**src/rtl/l1_l2_arbiter_if.sv**
```systemverilog
// ---------------------------------------------------------------------------
// l1_l2_arbiter_if
//   Bundles the split-L1 request/response signals and the unified-L2 port
//   that meet at the L1/L2 arbiter.
//
//   master : the surrounding memory system (I-cache, D-cache and L2), which
//            drives client requests and the L2 response.
//   slave  : the arbiter, which drives client responses and the L2 request.
//
//   I-cache : icache_addr[15:0], icache_read, icache_resp, icache_rdata[127:0]
//   D-cache : dcache_addr[15:0], dcache_read, dcache_write,
//             dcache_wdata[127:0], dcache_resp, dcache_rdata[127:0]
//   L2      : l2_addr[15:0], l2_read, l2_write, l2_wdata[255:0],
//             l2_wmask[1:0], l2_rdata[255:0], l2_resp
// ---------------------------------------------------------------------------
interface l1_l2_arbiter_if;
    logic [15:0]  icache_addr;
    logic         icache_read;
    logic         icache_resp;
    logic [127:0] icache_rdata;

    logic [15:0]  dcache_addr;
    logic         dcache_read;
    logic         dcache_write;
    logic [127:0] dcache_wdata;
    logic         dcache_resp;
    logic [127:0] dcache_rdata;

    logic [15:0]  l2_addr;
    logic         l2_read;
    logic         l2_write;
    logic [255:0] l2_wdata;
    logic [1:0]   l2_wmask;
    logic [255:0] l2_rdata;
    logic         l2_resp;

    modport master (
        output icache_addr, icache_read,
        input  icache_resp, icache_rdata,
        output dcache_addr, dcache_read, dcache_write, dcache_wdata,
        input  dcache_resp, dcache_rdata,
        input  l2_addr, l2_read, l2_write, l2_wdata, l2_wmask,
        output l2_rdata, l2_resp
    );

    modport slave (
        input  icache_addr, icache_read,
        output icache_resp, icache_rdata,
        input  dcache_addr, dcache_read, dcache_write, dcache_wdata,
        output dcache_resp, dcache_rdata,
        output l2_addr, l2_read, l2_write, l2_wdata, l2_wmask,
        input  l2_rdata, l2_resp
    );
endinterface

```
**src/rtl/l1_l2_arbiter.sv**
```systemverilog
// ---------------------------------------------------------------------------
// l1_l2_arbiter
//   Arbitrates 128-bit line misses/writebacks from the I-cache and D-cache
//   onto the single 256-bit-line port of the unified L2. One L2 transaction
//   is outstanding at a time. Each L1 line maps onto one half of an L2 line
//   selected by address bit 4; that half is returned to the granted client.
//
//   Parameters:
//     ROUND_ROBIN : 1 = alternate grants on simultaneous requests,
//                   0 = D-cache always wins ties.
//   Ports:
//     clk   : clock, all state updates on the rising edge
//     rst_n : asynchronous active-low reset
//     bus   : slave side of l1_l2_arbiter_if (client + L2 signals)
//
//   All outputs are registered. Flow: IDLE -> BUSY_I/BUSY_D -> DONE -> IDLE.
//   Requests are only sampled in IDLE; the L2 strobe rises one cycle after
//   the request is seen and the client response pulses for the single DONE
//   cycle following l2_resp.
// ---------------------------------------------------------------------------
module l1_l2_arbiter #(
    parameter bit ROUND_ROBIN = 1'b1
) (
    input  logic           clk,
    input  logic           rst_n,
    l1_l2_arbiter_if.slave bus
);

    typedef enum logic [1:0] {
        IDLE,
        BUSY_I,
        BUSY_D,
        DONE
    } state_t;

    typedef enum logic {
        CLIENT_I,
        CLIENT_D
    } client_t;

    state_t       state_q, state_d;
    client_t      last_grant_q, last_grant_d;

    logic [15:0]  l2_addr_q, l2_addr_d;
    logic         l2_read_q, l2_read_d;
    logic         l2_write_q, l2_write_d;
    logic [255:0] l2_wdata_q, l2_wdata_d;
    logic [1:0]   l2_wmask_q, l2_wmask_d;
    logic         icache_resp_q, icache_resp_d;
    logic [127:0] icache_rdata_q, icache_rdata_d;
    logic         dcache_resp_q, dcache_resp_d;
    logic [127:0] dcache_rdata_q, dcache_rdata_d;

    logic         ireq;
    logic         dreq;
    logic         pick_d;
    logic [127:0] l2_half;

    // Arbitration decision, only meaningful while IDLE. D wins when it is the
    // sole requester, when ties always go to D, or when I had the last grant.
    always_comb begin
        ireq   = bus.icache_read;
        dreq   = bus.dcache_read | bus.dcache_write;
        pick_d = dreq & (~ireq | ~ROUND_ROBIN | (last_grant_q == CLIENT_I));
    end

    // Line half addressed by the latched request (bit 4 = L2 line offset).
    always_comb begin
        l2_half = l2_addr_q[4] ? bus.l2_rdata[255:128] : bus.l2_rdata[127:0];
    end

    // State and registered-output storage.
    always_ff @(posedge clk or negedge rst_n) begin
        if (!rst_n) begin
            state_q        <= IDLE;
            last_grant_q   <= CLIENT_I;
            l2_addr_q      <= '0;
            l2_read_q      <= 1'b0;
            l2_write_q     <= 1'b0;
            l2_wdata_q     <= '0;
            l2_wmask_q     <= '0;
            icache_resp_q  <= 1'b0;
            icache_rdata_q <= '0;
            dcache_resp_q  <= 1'b0;
            dcache_rdata_q <= '0;
        end else begin
            state_q        <= state_d;
            last_grant_q   <= last_grant_d;
            l2_addr_q      <= l2_addr_d;
            l2_read_q      <= l2_read_d;
            l2_write_q     <= l2_write_d;
            l2_wdata_q     <= l2_wdata_d;
            l2_wmask_q     <= l2_wmask_d;
            icache_resp_q  <= icache_resp_d;
            icache_rdata_q <= icache_rdata_d;
            dcache_resp_q  <= dcache_resp_d;
            dcache_rdata_q <= dcache_rdata_d;
        end
    end

    // Next-state logic.
    always_comb begin
        state_d      = state_q;
        last_grant_d = last_grant_q;
        case (state_q)
            IDLE: begin
                if (pick_d) begin
                    state_d      = BUSY_D;
                    last_grant_d = CLIENT_D;
                end else if (ireq) begin
                    state_d      = BUSY_I;
                    last_grant_d = CLIENT_I;
                end
            end
            BUSY_I, BUSY_D: begin
                if (bus.l2_resp) begin
                    state_d = DONE;
                end
            end
            DONE: begin
                state_d = IDLE;
            end
            default: begin
                state_d = IDLE;
            end
        endcase
    end

    // Output logic: computes the next value of every registered output.
    // The L2 request is loaded in IDLE so it appears in the first BUSY cycle,
    // and cleared on l2_resp so it is already low during DONE.
    always_comb begin
        l2_addr_d      = l2_addr_q;
        l2_read_d      = l2_read_q;
        l2_write_d     = l2_write_q;
        l2_wdata_d     = l2_wdata_q;
        l2_wmask_d     = l2_wmask_q;
        icache_rdata_d = icache_rdata_q;
        dcache_rdata_d = dcache_rdata_q;
        icache_resp_d  = 1'b0;
        dcache_resp_d  = 1'b0;

        case (state_q)
            IDLE: begin
                if (pick_d) begin
                    l2_addr_d = {bus.dcache_addr[15:4], 4'h0};
                    // A simultaneous read+write is serviced as a writeback.
                    if (bus.dcache_write) begin
                        l2_read_d  = 1'b0;
                        l2_write_d = 1'b1;
                        l2_wdata_d = {bus.dcache_wdata, bus.dcache_wdata};
                        l2_wmask_d = bus.dcache_addr[4] ? 2'b10 : 2'b01;
                    end else begin
                        l2_read_d  = 1'b1;
                        l2_write_d = 1'b0;
                        l2_wmask_d = '0;
                    end
                end else if (ireq) begin
                    l2_addr_d  = {bus.icache_addr[15:4], 4'h0};
                    l2_read_d  = 1'b1;
                    l2_write_d = 1'b0;
                    l2_wmask_d = '0;
                end
            end
            BUSY_I: begin
                if (bus.l2_resp) begin
                    l2_read_d      = 1'b0;
                    l2_write_d     = 1'b0;
                    l2_wmask_d     = '0;
                    icache_rdata_d = l2_half;
                    icache_resp_d  = 1'b1;
                end
            end
            BUSY_D: begin
                if (bus.l2_resp) begin
                    l2_read_d  = 1'b0;
                    l2_write_d = 1'b0;
                    l2_wmask_d = '0;
                    if (!l2_write_q) begin
                        dcache_rdata_d = l2_half;
                    end
                    dcache_resp_d = 1'b1;
                end
            end
            default: begin
            end
        endcase
    end

    assign bus.l2_addr      = l2_addr_q;
    assign bus.l2_read      = l2_read_q;
    assign bus.l2_write     = l2_write_q;
    assign bus.l2_wdata     = l2_wdata_q;
    assign bus.l2_wmask     = l2_wmask_q;
    assign bus.icache_resp  = icache_resp_q;
    assign bus.icache_rdata = icache_rdata_q;
    assign bus.dcache_resp  = dcache_resp_q;
    assign bus.dcache_rdata = dcache_rdata_q;

endmodule

```
**src/flat_wrapper.sv**
```systemverilog
// flat-port wrapper written by rule: the top's interface ports become plain ports
module l1_l2_arbiter_flat 
#(
    parameter bit ROUND_ROBIN = 1'b1
)
  (clk, rst_n, bus_icache_addr, bus_icache_read, bus_icache_resp, bus_icache_rdata, bus_dcache_addr, bus_dcache_read, bus_dcache_write, bus_dcache_wdata, bus_dcache_resp, bus_dcache_rdata, bus_l2_addr, bus_l2_read, bus_l2_write, bus_l2_wdata, bus_l2_wmask, bus_l2_rdata, bus_l2_resp);
  l1_l2_arbiter_if bus_i ();
  input  logic clk;
  input  logic rst_n;
  input wire logic [$bits(bus_i.icache_addr)-1:0] bus_icache_addr;
  input wire logic [$bits(bus_i.icache_read)-1:0] bus_icache_read;
  output wire logic [$bits(bus_i.icache_resp)-1:0] bus_icache_resp;
  output wire logic [$bits(bus_i.icache_rdata)-1:0] bus_icache_rdata;
  input wire logic [$bits(bus_i.dcache_addr)-1:0] bus_dcache_addr;
  input wire logic [$bits(bus_i.dcache_read)-1:0] bus_dcache_read;
  input wire logic [$bits(bus_i.dcache_write)-1:0] bus_dcache_write;
  input wire logic [$bits(bus_i.dcache_wdata)-1:0] bus_dcache_wdata;
  output wire logic [$bits(bus_i.dcache_resp)-1:0] bus_dcache_resp;
  output wire logic [$bits(bus_i.dcache_rdata)-1:0] bus_dcache_rdata;
  output wire logic [$bits(bus_i.l2_addr)-1:0] bus_l2_addr;
  output wire logic [$bits(bus_i.l2_read)-1:0] bus_l2_read;
  output wire logic [$bits(bus_i.l2_write)-1:0] bus_l2_write;
  output wire logic [$bits(bus_i.l2_wdata)-1:0] bus_l2_wdata;
  output wire logic [$bits(bus_i.l2_wmask)-1:0] bus_l2_wmask;
  input wire logic [$bits(bus_i.l2_rdata)-1:0] bus_l2_rdata;
  input wire logic [$bits(bus_i.l2_resp)-1:0] bus_l2_resp;
  assign bus_i.icache_addr = bus_icache_addr;
  assign bus_i.icache_read = bus_icache_read;
  assign bus_icache_resp = bus_i.icache_resp;
  assign bus_icache_rdata = bus_i.icache_rdata;
  assign bus_i.dcache_addr = bus_dcache_addr;
  assign bus_i.dcache_read = bus_dcache_read;
  assign bus_i.dcache_write = bus_dcache_write;
  assign bus_i.dcache_wdata = bus_dcache_wdata;
  assign bus_dcache_resp = bus_i.dcache_resp;
  assign bus_dcache_rdata = bus_i.dcache_rdata;
  assign bus_l2_addr = bus_i.l2_addr;
  assign bus_l2_read = bus_i.l2_read;
  assign bus_l2_write = bus_i.l2_write;
  assign bus_l2_wdata = bus_i.l2_wdata;
  assign bus_l2_wmask = bus_i.l2_wmask;
  assign bus_i.l2_rdata = bus_l2_rdata;
  assign bus_i.l2_resp = bus_l2_resp;
  l1_l2_arbiter #(.ROUND_ROBIN(ROUND_ROBIN)) u_core (.clk(clk), .rst_n(rst_n), .bus(bus_i));
endmodule
```
**config.mk**
```make
export PLATFORM = sky130hd
export DESIGN_NAME = l1_l2_arbiter_flat
export DESIGN_NICKNAME = d
export VERILOG_FILES = /design/src/rtl/l1_l2_arbiter_if.sv /design/src/rtl/l1_l2_arbiter.sv /design/src/flat_wrapper.sv
export SDC_FILE = /design/constraint.sdc
export NUM_CORES = 1
export LEC_CHECK = 0
export BUFFER_PORTS_ARGS = -buffer_cell sky130_fd_sc_hd__buf_2
export CORE_AREA = 2 2 368 370
export DETAILED_ROUTE_END_ITERATION = 8
export DIE_AREA = 0 0 370 372
export PLACE_DENSITY = 0.38
export SLEW_MARGIN = 20
export SYNTH_ARGS = -nofsm -noshare
export SYNTH_HDL_FRONTEND = slang
export SYNTH_SLANG_ARGS = --single-unit
```
**constraint.sdc**
```tcl
create_clock -name clk -period 3.1 [get_ports clk]
set_input_delay 0.155 -clock clk [delete_from_list [all_inputs] [get_ports clk]]
set_output_delay 0.155 -clock clk [all_outputs]
set_load 0.005 [all_outputs]
```
==> impl_table.tex <==
\begin{tabular}{lr}
\hline
Metric & Value \\
\hline
\multicolumn{2}{l}{\textbf{Outcome}} \\
Run status & completed \\
\multicolumn{2}{l}{\textbf{Die}} \\
Number of I/O pins & 956 \\
Effective utilization at floorplan & 0.1268 \\
\# rows & 135 \\
Die extent in y & 372 um \\
DIE AREA & 137600 um2 \\
Core ar. & 134300 um2 \\
Horizontal die dimension & 370 um \\
\multicolumn{2}{l}{\textbf{Finish}} \\
Layout filler cell count & 14825 \\
Fraction of final layout cells with drive strength greater than 1 & 0.4334 \\
Area overhead of the layout relative to synthesis & 69.96\% \\
Final \#Nets & 3126 \\
Final standard cell count with taps included and fillers excluded & 4524 \\
\multicolumn{2}{l}{\textbf{Routing}} \\
Detailed Route Iter0 Violations & 417 \\
Post-detailed-route wirelength per cell & 17.01 um \\
Average vias per placed instance & 3.375 \\
DRT Pass-1 Iters & 5 \\
DR vias & 15269 \\
DRC errors left & 0 \\
WL final & 76930 um \\
Number of nets with antenna violations after routing & 0 \\
\multicolumn{2}{l}{\textbf{Pwr}} \\
Cell-internal power & 17130 uW \\
Switching Fraction & 0.3745 \\
Static power due to leakage & 0.01374 uW \\
Final Power & 27400 uW \\
Part of the total power dissipated in combinational logic & 0.426 \\
Peak supply drop & 380.9 uV \\
Power Density & 946.8 nW/um2 \\
Share of power burned in the clock network & 0.222 \\
Part of the power in registers & 0.353 \\
Psw & 10260 uW \\
\multicolumn{2}{l}{\textbf{STA}} \\
Hold Vio Cnt, Final & 0 \\
Slew @ Worst Pin & 0.8285 ns \\
Setup violations, final & 0 \\
Min Clock Period, post-route & 2.358 ns \\
Setup TNS & 0 ns \\
Highest achievable clock rate & 424.1 MHz \\
Post-route clock period utilization & 0.7606 \\
Max-slew violation total from the final report & 0 \\
Clock Skew & 0.01746 ns \\
Max transition margin & 0.4477 \\
Unrepaired setup endpoints after global routing & no \\
\multicolumn{2}{l}{\textbf{Synth}} \\
Fraction of synthesized area in multiplexers & 0.1696 \\
Fraction of the mapped netlist area in compound gates & 0.08364 \\
Asr flop ratio synth & 1.000 \\
Post-synthesis area per instance & 11.61 um2 \\
Post-synth EDFFs & 0 \\
Post-Synth Simple-Gate Area & 0.06416 \\
Count of warnings emitted by yosys & 0 \\
Area share of xor/xnor cells in the synthesized design & 0 \\
Adder-Cell Fraction of Synth Area & 0.003675 \\
Synth Flop Type & dfrtp\_1 \\
Number of different library cells in the post-synthesis netlist & 31 \\
Seq/Total Area, Yosys & 0.5953 \\
Number of standard cells after synthesis & 1466 \\
Synthesized area & 17020 um2 \\
Dominant combinational cell family by area after synthesis & multiplexers \\
Register bit count reported by yosys & 405 \\
\multicolumn{2}{l}{\textbf{Worst setup path}} \\
Startpoint of the most critical register-to-register path & u\_core.bus.l2\_addr[4] \\
Worst Path Class, Setup & reg2reg \\
Type of origin of the critical path & register \\
Endpoint required time on the critical path & 3.59 ns \\
Slack of the worst reg-to-reg path & 0.74 ns \\
CP Max Fanout & 18 \\
Data arrival time of the critical path & 2.85 ns \\
Type of element capturing the critical path & register \\
Reg-to-reg endpoint & u\_core.bus.icache\_rdata[90] \\
Cell count of the worst reg-to-reg path & 4 \\
\multicolumn{2}{l}{\textbf{Place}} \\
Placed cell count & 4016 \\
Total half-perimeter wirelength after legalization and detailed placement & 59850 um \\
Routability Congestion & 0.8193 \\
Port buffer count & 943 \\
\multicolumn{2}{l}{\textbf{CTS}} \\
Skew-Pair Late Insertion Delay & 0.61 ns \\
Clk pin slew, worst setup/hold paths & 0.07 ns \\
Maximum buffer depth of the clock tree & 3 \\
\# resized after CTS & 0 \\
CTS Root Cell & clkbuf\_16 \\
Maximum level of the CTS H-tree & 2 \\
Cts bufs inserted & 50 \\
CTS tree & built \\
Number of clock sinks & 405 \\
\multicolumn{2}{l}{\textbf{Flow run}} \\
Total of max-cap violations & 0 \\
\multicolumn{2}{l}{\textbf{GRT}} \\
Number of global-route vias before repair & 15427 \\
Total congestion overflow after global routing & 0 \\
GR Util All Layers & 0.1057 \\
Global-route wire length before repair & 106900 um \\
Maximum number of pins on one net before global-route repair & 83 \\
Antenna violations before repair & 6 \\
\multicolumn{2}{l}{\textbf{Worst hold path}} \\
Worst hold-check path type & in2reg \\
Number of cells on the worst hold path & 4 \\
Launch instance of the worst min-delay path & bus\_dcache\_read \\
Hold Path Sink & u\_core.state\_q[0] \\
\hline
\end{tabular}
## cells in the mapped netlist (5+ instances only)
library cell | number | area [um2]
clkbuf_1 | 31 | 116.4
mux2_2 | 111 | 1250
mux2i_1 | 140 | 1401
mux2_1 | 21 | 236.5
a21oi_1 | 128 | 640.6
nor2_1 | 132 | 495.5
buf_4 | 132 | 991.0
nand2_1 | 142 | 533.0
ha_1 | 5 | 62.56
buf_2 | 54 | 270.3
dfrtp_1 | 405 | 10130
o21ai_0 | 141 | 705.7
## final cells by class
class	count	area [um2]	share of cell area
Clock buffer	74	1451	0.05016
Timing Repair Buffer	1399	9359	0.3235
Inverter	3	11.26	0.0003892
Clock inverter	20	231.5	0.008000
Tap cell	1781	2228	0.07702
Antenna cell	2	5.005	0.0001730
Multi-Input combinational cell	840	5509	0.1904
Sequential cell	405	10140	0.3504
## how the worst max path moves through the flow
stage                                from                     endpoint  slack, ns  cells after the start
global placement        u_core.state_q[1]  u_core.bus.icache_rdata[34]       1.09                      6
CTS                 u_core.bus.l2_addr[4]  u_core.bus.dcache_rdata[73]       0.64                      5
finish              u_core.bus.l2_addr[4]  u_core.bus.icache_rdata[90]       0.74                      4
floorplan               u_core.state_q[0]           u_core.bus.l2_read       1.46                      5
global route        u_core.bus.l2_addr[4]  u_core.bus.dcache_rdata[72]       0.62                      5
detailed placement      u_core.state_q[1]  u_core.bus.icache_rdata[34]       1.05                      6
## kinds of logic after synthesis
group                      count (synthesis)
AOI/OAI and AO/OA                        277
adders and majority gates                  5
buffers and inverters                    224
DFF                                      405
muxes                                    272
other                                      1
and+or+nand+nor                          282
## stage by stage
step | setup WS, ns | instance area, um2 | hold WS, ns | util
floorplan | 1.457 | 17040 | -0.1406 | -
global placement | 1.085 | 23110 | 0.2479 | 0.1721
detailed placement | 1.050 | 23110 | 0.2454 | 0.1721
CTS | 0.6440 | 28920 | 0.01039 | 0.2153
global route | 0.6200 | 28930 | 0.07494 | 0.2154
finish | 0.7422 | 28930 | 0.1115 | 0.2155
## timing repair
item,in CTS,in global routing
hold endpoints to repair,460,0
endpoints found under the setup margin,0,0
buffers inserted,0,0
hold buffers,412,0
## critical path: stages, from the launching register on
cell and delay (ns):
dfrtp_4 0.68, buf_4 0.41, mux2i_1 0.33, dlygate4sd3_1 0.67
a21oi_1 0.09
## sequential cells by signal (all words and copies together), names as in the netlist
name and cells:
u_core.bus.l2_addr 12, u_core.bus.icache_resp 1, u_core.last_grant_q 1, u_core.bus.dcache_resp 1, u_core.bus.l2_write 1, u_core.bus.l2_wmask 2, u_core.bus.l2_read 1, u_core.bus.dcache_rdata 128
u_core.bus.l2_wdata 128, u_core.bus.icache_rdata 128, u_core.state_q 2
## power groups by stage
stage / registers, uW / clock network (uW) / logic [uW]
3_3_place_gp: 9710 / 0 / 11000
4_1_cts: 9730 / 6350 / 12000
6_report: 9660 / 6080 / 11700
3_5_place_dp: 9760 / 0 / 11000
5_1_grt: 10000 / 6560 / 12900
2_1_floorplan: 9600 / 0 / 5540
## metal layers
layer / up-vias / GRT usage / part of all wire
li1: 7322 / - / -
met1: 7302 / 0.1250 / 0.40
met2: 548 / 0.1869 / 0.50
met3: 95 / 0.02914 / 0.074
met4: 2 / 0.02775 / 0.022
met5: - / 0 / 0.00017
## layout by cell type, fill, tap and decap left out, types with 9 or more instances in the layout
cell type and count:
buf_2 942, clkinv_2 9, clkbuf_8 11, a21oi_1 128, mux2_2 111, o21ai_0 141, buf_12 14, nand2_1 141
mux2i_1 140, clkbuf_16 50, nor2_1 132, mux2_1 21, clkbuf_1 13, buf_4 30, dfrtp_1 404, dlygate4sd3_1 412
No activity file was read; power rests on OpenSTA's default activity.
